### src/rtl/ps2_pkg.sv
// rtl/ps2_pkg.sv - shared types and constants for the PS/2 host transmitter
package ps2_pkg;

    typedef enum logic [2:0] {
        ST_IDLE,
        ST_INHIBIT,
        ST_START,
        ST_BITS,
        ST_STOP,
        ST_ACK,
        ST_WAIT_IDLE
    } ps2_state_t;

    localparam int STAT_BUSY = 0;
    localparam int STAT_NACK = 1;
    localparam int STAT_TMO  = 2;
    localparam int STAT_OVR  = 3;

    // Data bits plus parity shifted out after the start bit
    localparam int FRAME_BITS = 9;

    function automatic logic odd_parity(input logic [7:0] b);
        return ~^b;
    endfunction

endpackage

### src/rtl/ps2_host_tx_if.sv
// rtl/ps2_host_tx_if.sv - Wishbone slave signal bundle for the PS/2 host transmitter
interface ps2_host_tx_if;

    logic [7:0] wb_dat_i;
    logic [7:0] wb_dat_o;
    logic       wb_we_i;
    logic       wb_stb_i;
    logic       wb_cyc_i;
    logic       wb_ack_o;
    logic       wb_tgc_o;

    modport slave (
        input  wb_dat_i, wb_we_i, wb_stb_i, wb_cyc_i,
        output wb_dat_o, wb_ack_o, wb_tgc_o
    );

    modport master (
        output wb_dat_i, wb_we_i, wb_stb_i, wb_cyc_i,
        input  wb_dat_o, wb_ack_o, wb_tgc_o
    );

endinterface

### src/rtl/ps2_edge_sync.sv
// rtl/ps2_edge_sync.sv - 2-flop pad synchronizer with falling-edge detect
module ps2_edge_sync (
    input  logic clk_i,
    input  logic rst_n_i,
    input  logic pad_i,
    output logic level_o,
    output logic fall_o
);

    logic s1_q, s1_d;
    logic s2_q, s2_d;
    logic prev_q, prev_d;

    // Next values of the synchronizer chain and the edge-history flop
    always_comb begin
        s1_d   = pad_i;
        s2_d   = s1_q;
        prev_d = s2_q;
    end

    // Pads idle high, so the chain resets to 1 to avoid a phantom edge
    always_ff @(posedge clk_i) begin
        if (!rst_n_i) begin
            s1_q   <= 1'b1;
            s2_q   <= 1'b1;
            prev_q <= 1'b1;
        end else begin
            s1_q   <= s1_d;
            s2_q   <= s2_d;
            prev_q <= prev_d;
        end
    end

    assign level_o = s2_q;
    assign fall_o  = prev_q & ~s2_q;

endmodule

### src/rtl/ps2_host_tx.sv
// rtl/ps2_host_tx.sv - PS/2 host-to-device transmitter, optional watchdog under PS2_TX_TIMEOUT_EN
module ps2_host_tx
    import ps2_pkg::*;
#(
    parameter int INHIBIT_CYCLES = 1250,
    parameter int INHIBIT_BITS   = 11,
    parameter int TIMEOUT_CYCLES = 187500,
    parameter int TIMEOUT_BITS   = 18
) (
    input  logic          wb_clk_i,
    input  logic          wb_rst_n_i,
    ps2_host_tx_if.slave  wb,
    input  logic          ps2_clk_i,
    input  logic          ps2_data_i,
    output logic          ps2_clk_oe_o,
    output logic          ps2_data_oe_o,
    output logic          rx_inhibit_o
);

    ps2_state_t              state_q, state_d;
    logic [FRAME_BITS-1:0]   shift_q, shift_d;
    logic [3:0]              bit_cnt_q, bit_cnt_d;
    logic [INHIBIT_BITS-1:0] inh_cnt_q, inh_cnt_d;
    logic                    clk_oe_q, clk_oe_d;
    logic                    data_oe_q, data_oe_d;
    logic                    nack_q, nack_d;
    logic                    ovr_q, ovr_d;
    logic                    ack_q, ack_d;
    logic                    tgc_q, tgc_d;
    logic                    tmo_bit;
    logic                    busy;
    logic                    wr_accept;

    logic clk_level, clk_fall;
    logic data_level, data_fall_unused;

`ifdef PS2_TX_TIMEOUT_EN
    logic                    tmo_q, tmo_d;
    logic [TIMEOUT_BITS-1:0] wdog_q, wdog_d;
    assign tmo_bit = tmo_q;
`else
    logic [TIMEOUT_BITS-1:0] tmo_limit_unused;
    assign tmo_limit_unused = TIMEOUT_BITS'(TIMEOUT_CYCLES);
    assign tmo_bit = 1'b0;
`endif

    ps2_edge_sync u_clk_sync (
        .clk_i   (wb_clk_i),
        .rst_n_i (wb_rst_n_i),
        .pad_i   (ps2_clk_i),
        .level_o (clk_level),
        .fall_o  (clk_fall)
    );

    ps2_edge_sync u_data_sync (
        .clk_i   (wb_clk_i),
        .rst_n_i (wb_rst_n_i),
        .pad_i   (ps2_data_i),
        .level_o (data_level),
        .fall_o  (data_fall_unused)
    );

    assign busy = (state_q != ST_IDLE);

    // Frame sequencing, bus handshake and status updates
    always_comb begin
        state_d   = state_q;
        shift_d   = shift_q;
        bit_cnt_d = bit_cnt_q;
        inh_cnt_d = inh_cnt_q;
        clk_oe_d  = clk_oe_q;
        data_oe_d = data_oe_q;
        nack_d    = nack_q;
        ovr_d     = ovr_q;
        tgc_d     = 1'b0;
`ifdef PS2_TX_TIMEOUT_EN
        tmo_d     = tmo_q;
        wdog_d    = wdog_q;
`endif
        // Ack one cycle after the strobe; never on back-to-back cycles
        ack_d     = wb.wb_stb_i & wb.wb_cyc_i & ~ack_q;
        wr_accept = ack_d & wb.wb_we_i;

        case (state_q)
            ST_IDLE: begin
                if (wr_accept) begin
                    shift_d   = {odd_parity(wb.wb_dat_i), wb.wb_dat_i};
                    nack_d    = 1'b0;
                    ovr_d     = 1'b0;
`ifdef PS2_TX_TIMEOUT_EN
                    tmo_d     = 1'b0;
`endif
                    inh_cnt_d = '0;
                    clk_oe_d  = 1'b1;
                    state_d   = ST_INHIBIT;
                end
            end
            ST_INHIBIT: begin
                if (inh_cnt_q == INHIBIT_BITS'(INHIBIT_CYCLES - 1)) begin
                    state_d = ST_START;
                end else begin
                    inh_cnt_d = inh_cnt_q + 1'b1;
                end
            end
            ST_START: begin
                data_oe_d = 1'b1;
                clk_oe_d  = 1'b0;
                bit_cnt_d = '0;
                state_d   = ST_BITS;
            end
            ST_BITS: begin
                if (clk_fall) begin
                    data_oe_d = ~shift_q[0];
                    shift_d   = {1'b0, shift_q[FRAME_BITS-1:1]};
                    bit_cnt_d = bit_cnt_q + 1'b1;
                    if (bit_cnt_q == 4'(FRAME_BITS - 1)) begin
                        state_d = ST_STOP;
                    end
                end
            end
            ST_STOP: begin
                if (clk_fall) begin
                    data_oe_d = 1'b0;
                    state_d   = ST_ACK;
                end
            end
            ST_ACK: begin
                if (clk_fall) begin
                    nack_d  = data_level;
                    state_d = ST_WAIT_IDLE;
                end
            end
            ST_WAIT_IDLE: begin
                if (clk_level && data_level) begin
                    tgc_d   = 1'b1;
                    state_d = ST_IDLE;
                end
            end
            default: state_d = ST_IDLE;
        endcase

        // A write landing while a frame is in flight is dropped and flagged
        if (wr_accept && busy) begin
            ovr_d = 1'b1;
        end

`ifdef PS2_TX_TIMEOUT_EN
        // Watchdog runs once the device owns the clock; any edge re-arms it
        if (state_q == ST_IDLE || state_q == ST_INHIBIT || clk_fall) begin
            wdog_d = '0;
        end else if (wdog_q == TIMEOUT_BITS'(TIMEOUT_CYCLES - 1)) begin
            wdog_d    = '0;
            clk_oe_d  = 1'b0;
            data_oe_d = 1'b0;
            tmo_d     = 1'b1;
            tgc_d     = 1'b1;
            state_d   = ST_IDLE;
        end else begin
            wdog_d = wdog_q + 1'b1;
        end
`endif
    end

    // State and output registers; reset releases both pads immediately
    always_ff @(posedge wb_clk_i) begin
        if (!wb_rst_n_i) begin
            state_q   <= ST_IDLE;
            shift_q   <= '0;
            bit_cnt_q <= '0;
            inh_cnt_q <= '0;
            clk_oe_q  <= 1'b0;
            data_oe_q <= 1'b0;
            nack_q    <= 1'b0;
            ovr_q     <= 1'b0;
            ack_q     <= 1'b0;
            tgc_q     <= 1'b0;
`ifdef PS2_TX_TIMEOUT_EN
            tmo_q     <= 1'b0;
            wdog_q    <= '0;
`endif
        end else begin
            state_q   <= state_d;
            shift_q   <= shift_d;
            bit_cnt_q <= bit_cnt_d;
            inh_cnt_q <= inh_cnt_d;
            clk_oe_q  <= clk_oe_d;
            data_oe_q <= data_oe_d;
            nack_q    <= nack_d;
            ovr_q     <= ovr_d;
            ack_q     <= ack_d;
            tgc_q     <= tgc_d;
`ifdef PS2_TX_TIMEOUT_EN
            tmo_q     <= tmo_d;
            wdog_q    <= wdog_d;
`endif
        end
    end

    assign wb.wb_dat_o   = {4'b0000, ovr_q, tmo_bit, nack_q, busy};
    assign wb.wb_ack_o   = ack_q;
    assign wb.wb_tgc_o   = tgc_q;
    assign ps2_clk_oe_o  = clk_oe_q;
    assign ps2_data_oe_o = data_oe_q;
    assign rx_inhibit_o  = busy;

endmodule

### src/flat_wrapper.sv
// flat-port wrapper written by rule: the top's interface ports become plain ports
module ps2_host_tx_flat import ps2_pkg::*;
#(
    parameter int INHIBIT_CYCLES = 1250,
    parameter int INHIBIT_BITS   = 11,
    parameter int TIMEOUT_CYCLES = 187500,
    parameter int TIMEOUT_BITS   = 18
)
  (wb_clk_i, wb_rst_n_i, ps2_clk_i, ps2_data_i, ps2_clk_oe_o, ps2_data_oe_o, rx_inhibit_o, wb_wb_dat_i, wb_wb_we_i, wb_wb_stb_i, wb_wb_cyc_i, wb_wb_dat_o, wb_wb_ack_o, wb_wb_tgc_o);
  ps2_host_tx_if wb_i ();
  input  logic wb_clk_i;
  input  logic wb_rst_n_i;
  input  logic ps2_clk_i;
  input  logic ps2_data_i;
  output logic ps2_clk_oe_o;
  output logic ps2_data_oe_o;
  output logic rx_inhibit_o;
  input wire logic [$bits(wb_i.wb_dat_i)-1:0] wb_wb_dat_i;
  input wire logic [$bits(wb_i.wb_we_i)-1:0] wb_wb_we_i;
  input wire logic [$bits(wb_i.wb_stb_i)-1:0] wb_wb_stb_i;
  input wire logic [$bits(wb_i.wb_cyc_i)-1:0] wb_wb_cyc_i;
  output wire logic [$bits(wb_i.wb_dat_o)-1:0] wb_wb_dat_o;
  output wire logic [$bits(wb_i.wb_ack_o)-1:0] wb_wb_ack_o;
  output wire logic [$bits(wb_i.wb_tgc_o)-1:0] wb_wb_tgc_o;
  assign wb_i.wb_dat_i = wb_wb_dat_i;
  assign wb_i.wb_we_i = wb_wb_we_i;
  assign wb_i.wb_stb_i = wb_wb_stb_i;
  assign wb_i.wb_cyc_i = wb_wb_cyc_i;
  assign wb_wb_dat_o = wb_i.wb_dat_o;
  assign wb_wb_ack_o = wb_i.wb_ack_o;
  assign wb_wb_tgc_o = wb_i.wb_tgc_o;
  ps2_host_tx #(.INHIBIT_CYCLES(INHIBIT_CYCLES), .INHIBIT_BITS(INHIBIT_BITS), .TIMEOUT_CYCLES(TIMEOUT_CYCLES), .TIMEOUT_BITS(TIMEOUT_BITS)) u_core (.wb_clk_i(wb_clk_i), .wb_rst_n_i(wb_rst_n_i), .wb(wb_i), .ps2_clk_i(ps2_clk_i), .ps2_data_i(ps2_data_i), .ps2_clk_oe_o(ps2_clk_oe_o), .ps2_data_oe_o(ps2_data_oe_o), .rx_inhibit_o(rx_inhibit_o));
endmodule
### config.mk
export PLATFORM = sky130hd
export DESIGN_NAME = ps2_host_tx_flat
export DESIGN_NICKNAME = d
export VERILOG_FILES = /design/src/rtl/ps2_pkg.sv /design/src/rtl/ps2_host_tx_if.sv /design/src/rtl/ps2_edge_sync.sv /design/src/rtl/ps2_host_tx.sv /design/src/flat_wrapper.sv
export SDC_FILE = /design/constraint.sdc
export NUM_CORES = 1
export LEC_CHECK = 0
export CAP_MARGIN = 20
export CORE_ASPECT_RATIO = 1.1
export CORE_MARGIN = 2
export CORE_UTILIZATION = 62
export CTS_CLUSTER_SIZE = 14
export DETAILED_ROUTE_END_ITERATION = 10
export DONT_BUFFER_PORTS = 1
export PLACE_DENSITY = 0.78
export SLEW_MARGIN = 10
export SYNTH_ARGS = -nofsm -noshare
export SYNTH_HDL_FRONTEND = slang
export SYNTH_SLANG_ARGS = --single-unit
### constraint.sdc
create_clock -name wb_clk_i -period 1.9 [get_ports wb_clk_i]
set_clock_uncertainty 0.1 [all_clocks]
set_input_delay 0.38 -clock wb_clk_i [delete_from_list [all_inputs] [get_ports wb_clk_i]]
set_output_delay 0.38 -clock wb_clk_i [all_outputs]
set_load 0.01 [all_outputs]
==> results.txt <==
status = complete, no violations
CTS tree = yes
Clock Sink Count = 38
Final Slew Violations = 0
crit path kind = reg -> reg
VDD IR max = 0.000612 V
CTS clock-pin slew for the worst setup and hold paths = 0.11 ns
min Tclk post-route = 1.82 ns
dpl cells = 275
Synth Cell Area = 0.00202 mm²
Worst EP required = 2.03 ns
clock buffer depth = 2
Syn Inst Count = 237
DR pass1 iterations = 5
total power = 1600 µW
final core utilization = 73.8%
First DRT Iteration DRCs = 131
starting density of the core = 65.7%
core outline area = 0.00307 mm²
Slew Limit Headroom = 61.7%
wire per inst = 16.0 µm
Arr. time, crit path = 1.94 ns
fin cells = 288
Final HPWL DP = 3190 µm
Total Routing Usage GR = 26.5%
Root Buffer = clkbuf_4
Layout area overhead = 12.3%
GPL Wtd Cong = 0.876
async set-or-reset flop fraction in the synthesized netlist = 0%
Compound-Gate Fraction of Synth Area = 16.4%
YS warnings = 0
Worst Path Max Fanout = 8
max-cap violations = 0
Mean Syn Cell Area = 8.52 µm²
grt ovf = 0
Synth area leader = dfxtp_1
post-synthesis sequential area ratio = 37.7%
cts bufs inserted = 5
P per Cell Area = 704 mW/mm²
initial antenna violation count = 0
Final ANT Viol Nets = 0
RSZ-0062 raised after global routing = yes
die area = 0.00373 mm²
Worst setup EP type = flop
min-delay worst type = in -> reg
Ports = 28
largest family of logic cells by synthesized area = simple AND/OR/NAND/NOR gates
critical path startpoint category = flop
Adder-Cell Fraction of Synth Area = 2.48%
nets@finish = 272
Skew-Pair Late Insertion Delay = 0.33 ns
Rows = 21
top post-synthesis cells by area = dfxtp_1, xnor2_1, nor2_1, nand2_1, buf_4
DRC violations left = 0
Tcrit/Tclk final = 95.5%
chip height = 63.9 µm
first-pass GRT wire length = 7760 µm
PortBufs = 0
Max Freq = 551 MHz
endpoints failing setup = 0
DP Worst Slack = 0.0381 ns
H-tree Lvls = 2
n_diodes = 0
final wirelength = 4600 µm
#FFs+latches synth = 38
Vias/cell = 6.14
Final Hold Viols = 0
area post-placement = 0.00210 mm²
Final WS setup = 0.0847 ns
most common flop cell mapped by yosys = dfxtp_1
post-synth top area share = 37.7%
final instance area = 0.00227 mm²
Die X = 58.4 µm
mux cell area share after synthesis = 0.991%
layout cells sized above 1 = 20.5%
xor/xnor cell area share of the yosys netlist = 6.51%
total number of vias = 1,769
worst-margin pin slew = 0.568 ns
unique cell type count in the Yosys netlist = 56
top cells by count, synth = dfxtp_1, nor2_1, nand2_1
vias in the first global route = 1,746
Pleak = 0.000819 µW
number of synthesized flops with an enable pin = 0
pin count of the biggest net entering global routing = 18
top-count cell post-synth = dfxtp_1
Synth Area in Simple Gates = 27.8%
R2R Setup Slk = 0.08 ns
-- registers in the layout (all words and copies together) (netlist names), 3 cells and up --
register          count
u_core.shift_q        9
u_core.state_q        3
u_core.inh_cnt_q     11
u_core.bit_cnt_q      4
-- critical path: stages (launching register included) --
cell and delay [ns]:
dfxtp_2 0.35, or4_4 0.55, nor4_4 0.22, buf_6 0.19, nor4_1 0.07, xnor2_1 0.18, nor2_1 0.06
-- what timing repair did --
item / 4_1_cts / 5_1_grt
gates resized for setup: 1 / 13
endpoints found under the setup margin: 2 / 20
hold buffers: 1 / 1
buffers inserted: 0 / 3
endpoints found under the hold margin: 1 / 3
pin swaps: 0 / 6
-- per-stage QoR --
step,hold WS [ns],TNS (ns)
2_1_floorplan,0.286,0
3_3_place_gp,0.295,0
3_5_place_dp,0.294,0
4_1_cts,0.00203,0
5_1_grt,0.000276,-0.0938
6_report,0.0223,0
-- path summary, 6_finish.rpt --
check / startpoint / to / cells past startpoint
setup reg to reg: u_core.inh_cnt_q[9] / u_core.inh_cnt_q[9] / 6
setup / recovery: u_core.inh_cnt_q[9] / u_core.inh_cnt_q[9] / 6
hold / removal: wb_rst_n_i / u_core.u_data_sync.s1_q / 1
hold reg to reg: u_core.u_data_sync.s1_q / u_core.u_data_sync.level_o / 1
-- cell type report --
| cell class | instances | area, µm² |
|---|---|---|
| multi-input combinational | 176 | 1140 |
| fill | 234 | 806 |
| sequential | 38 | 768 |
| timing repair buffer | 25 | 209 |
| clock buffer | 8 | 78.8 |
| tap | 34 | 42.5 |
| inverter | 7 | 26.3 |
-- placed cells by master (no fill, tap or decap), types with 2 or more instances in the layout --
cell type | netlist | final
nor3_1 | 5 | 4
a22oi_1 | 4 | 4
o41ai_1 | 2 | 2
ha_1 | 4 | 4
mux2i_1 | 2 | 2
nand4b_1 | 2 | 2
o211ai_1 | 4 | 4
dfxtp_1 | 38 | 32
nor2b_1 | 3 | 3
nand2_1 | 28 | 27
dfxtp_2 | 0 | 6
xnor2_1 | 14 | 14
o21ai_0 | 6 | 6
a311oi_1 | 8 | 8
buf_4 | 11 | 21
nand4_1 | 2 | 2
nor3b_1 | 2 | 2
nor4_1 | 2 | 2
a21oi_1 | 9 | 9
nand3_1 | 8 | 8
clkbuf_8 | 0 | 3
clkbuf_4 | 1 | 5
dlygate4sd3_1 | 0 | 2
nand2b_1 | 7 | 7
inv_1 | 6 | 6
nor2_1 | 30 | 29
conb_1 | 1 | 5
-- layer usage --
layer | GRT usage (%) | wire length [µm] | vias up
li1 | - | - | 858
met2 | 43.7 | 2330 | 68
met3 | 6.68 | 299 | 6
met1 | 33.1 | 1920 | 837
met5 | 0 | 0 | -
met4 | 9.30 | 45 | 0
-- where the power goes --
group | total [µW] | leakage [µW] | internal [µW] | switching (µW)
logic | 229 | 0.000462 | 102 | 127
registers | 856 | 0.000312 | 828 | 27.8
clock network | 511 | 0.0000446 | 253 | 258
total | 1600 | 0.000819 | 1180 | 413
-- cell families after synthesis --
kind of cell / after synthesis
AOI/OAI and AO/OA: 46
xor gates and xnor gates: 15
DFF: 38
other: 1
muxes: 2
adders and majority gates: 4
buffers and inverters: 27
and+or+nand+nor: 104
Power figures use the tool's default switching activity.
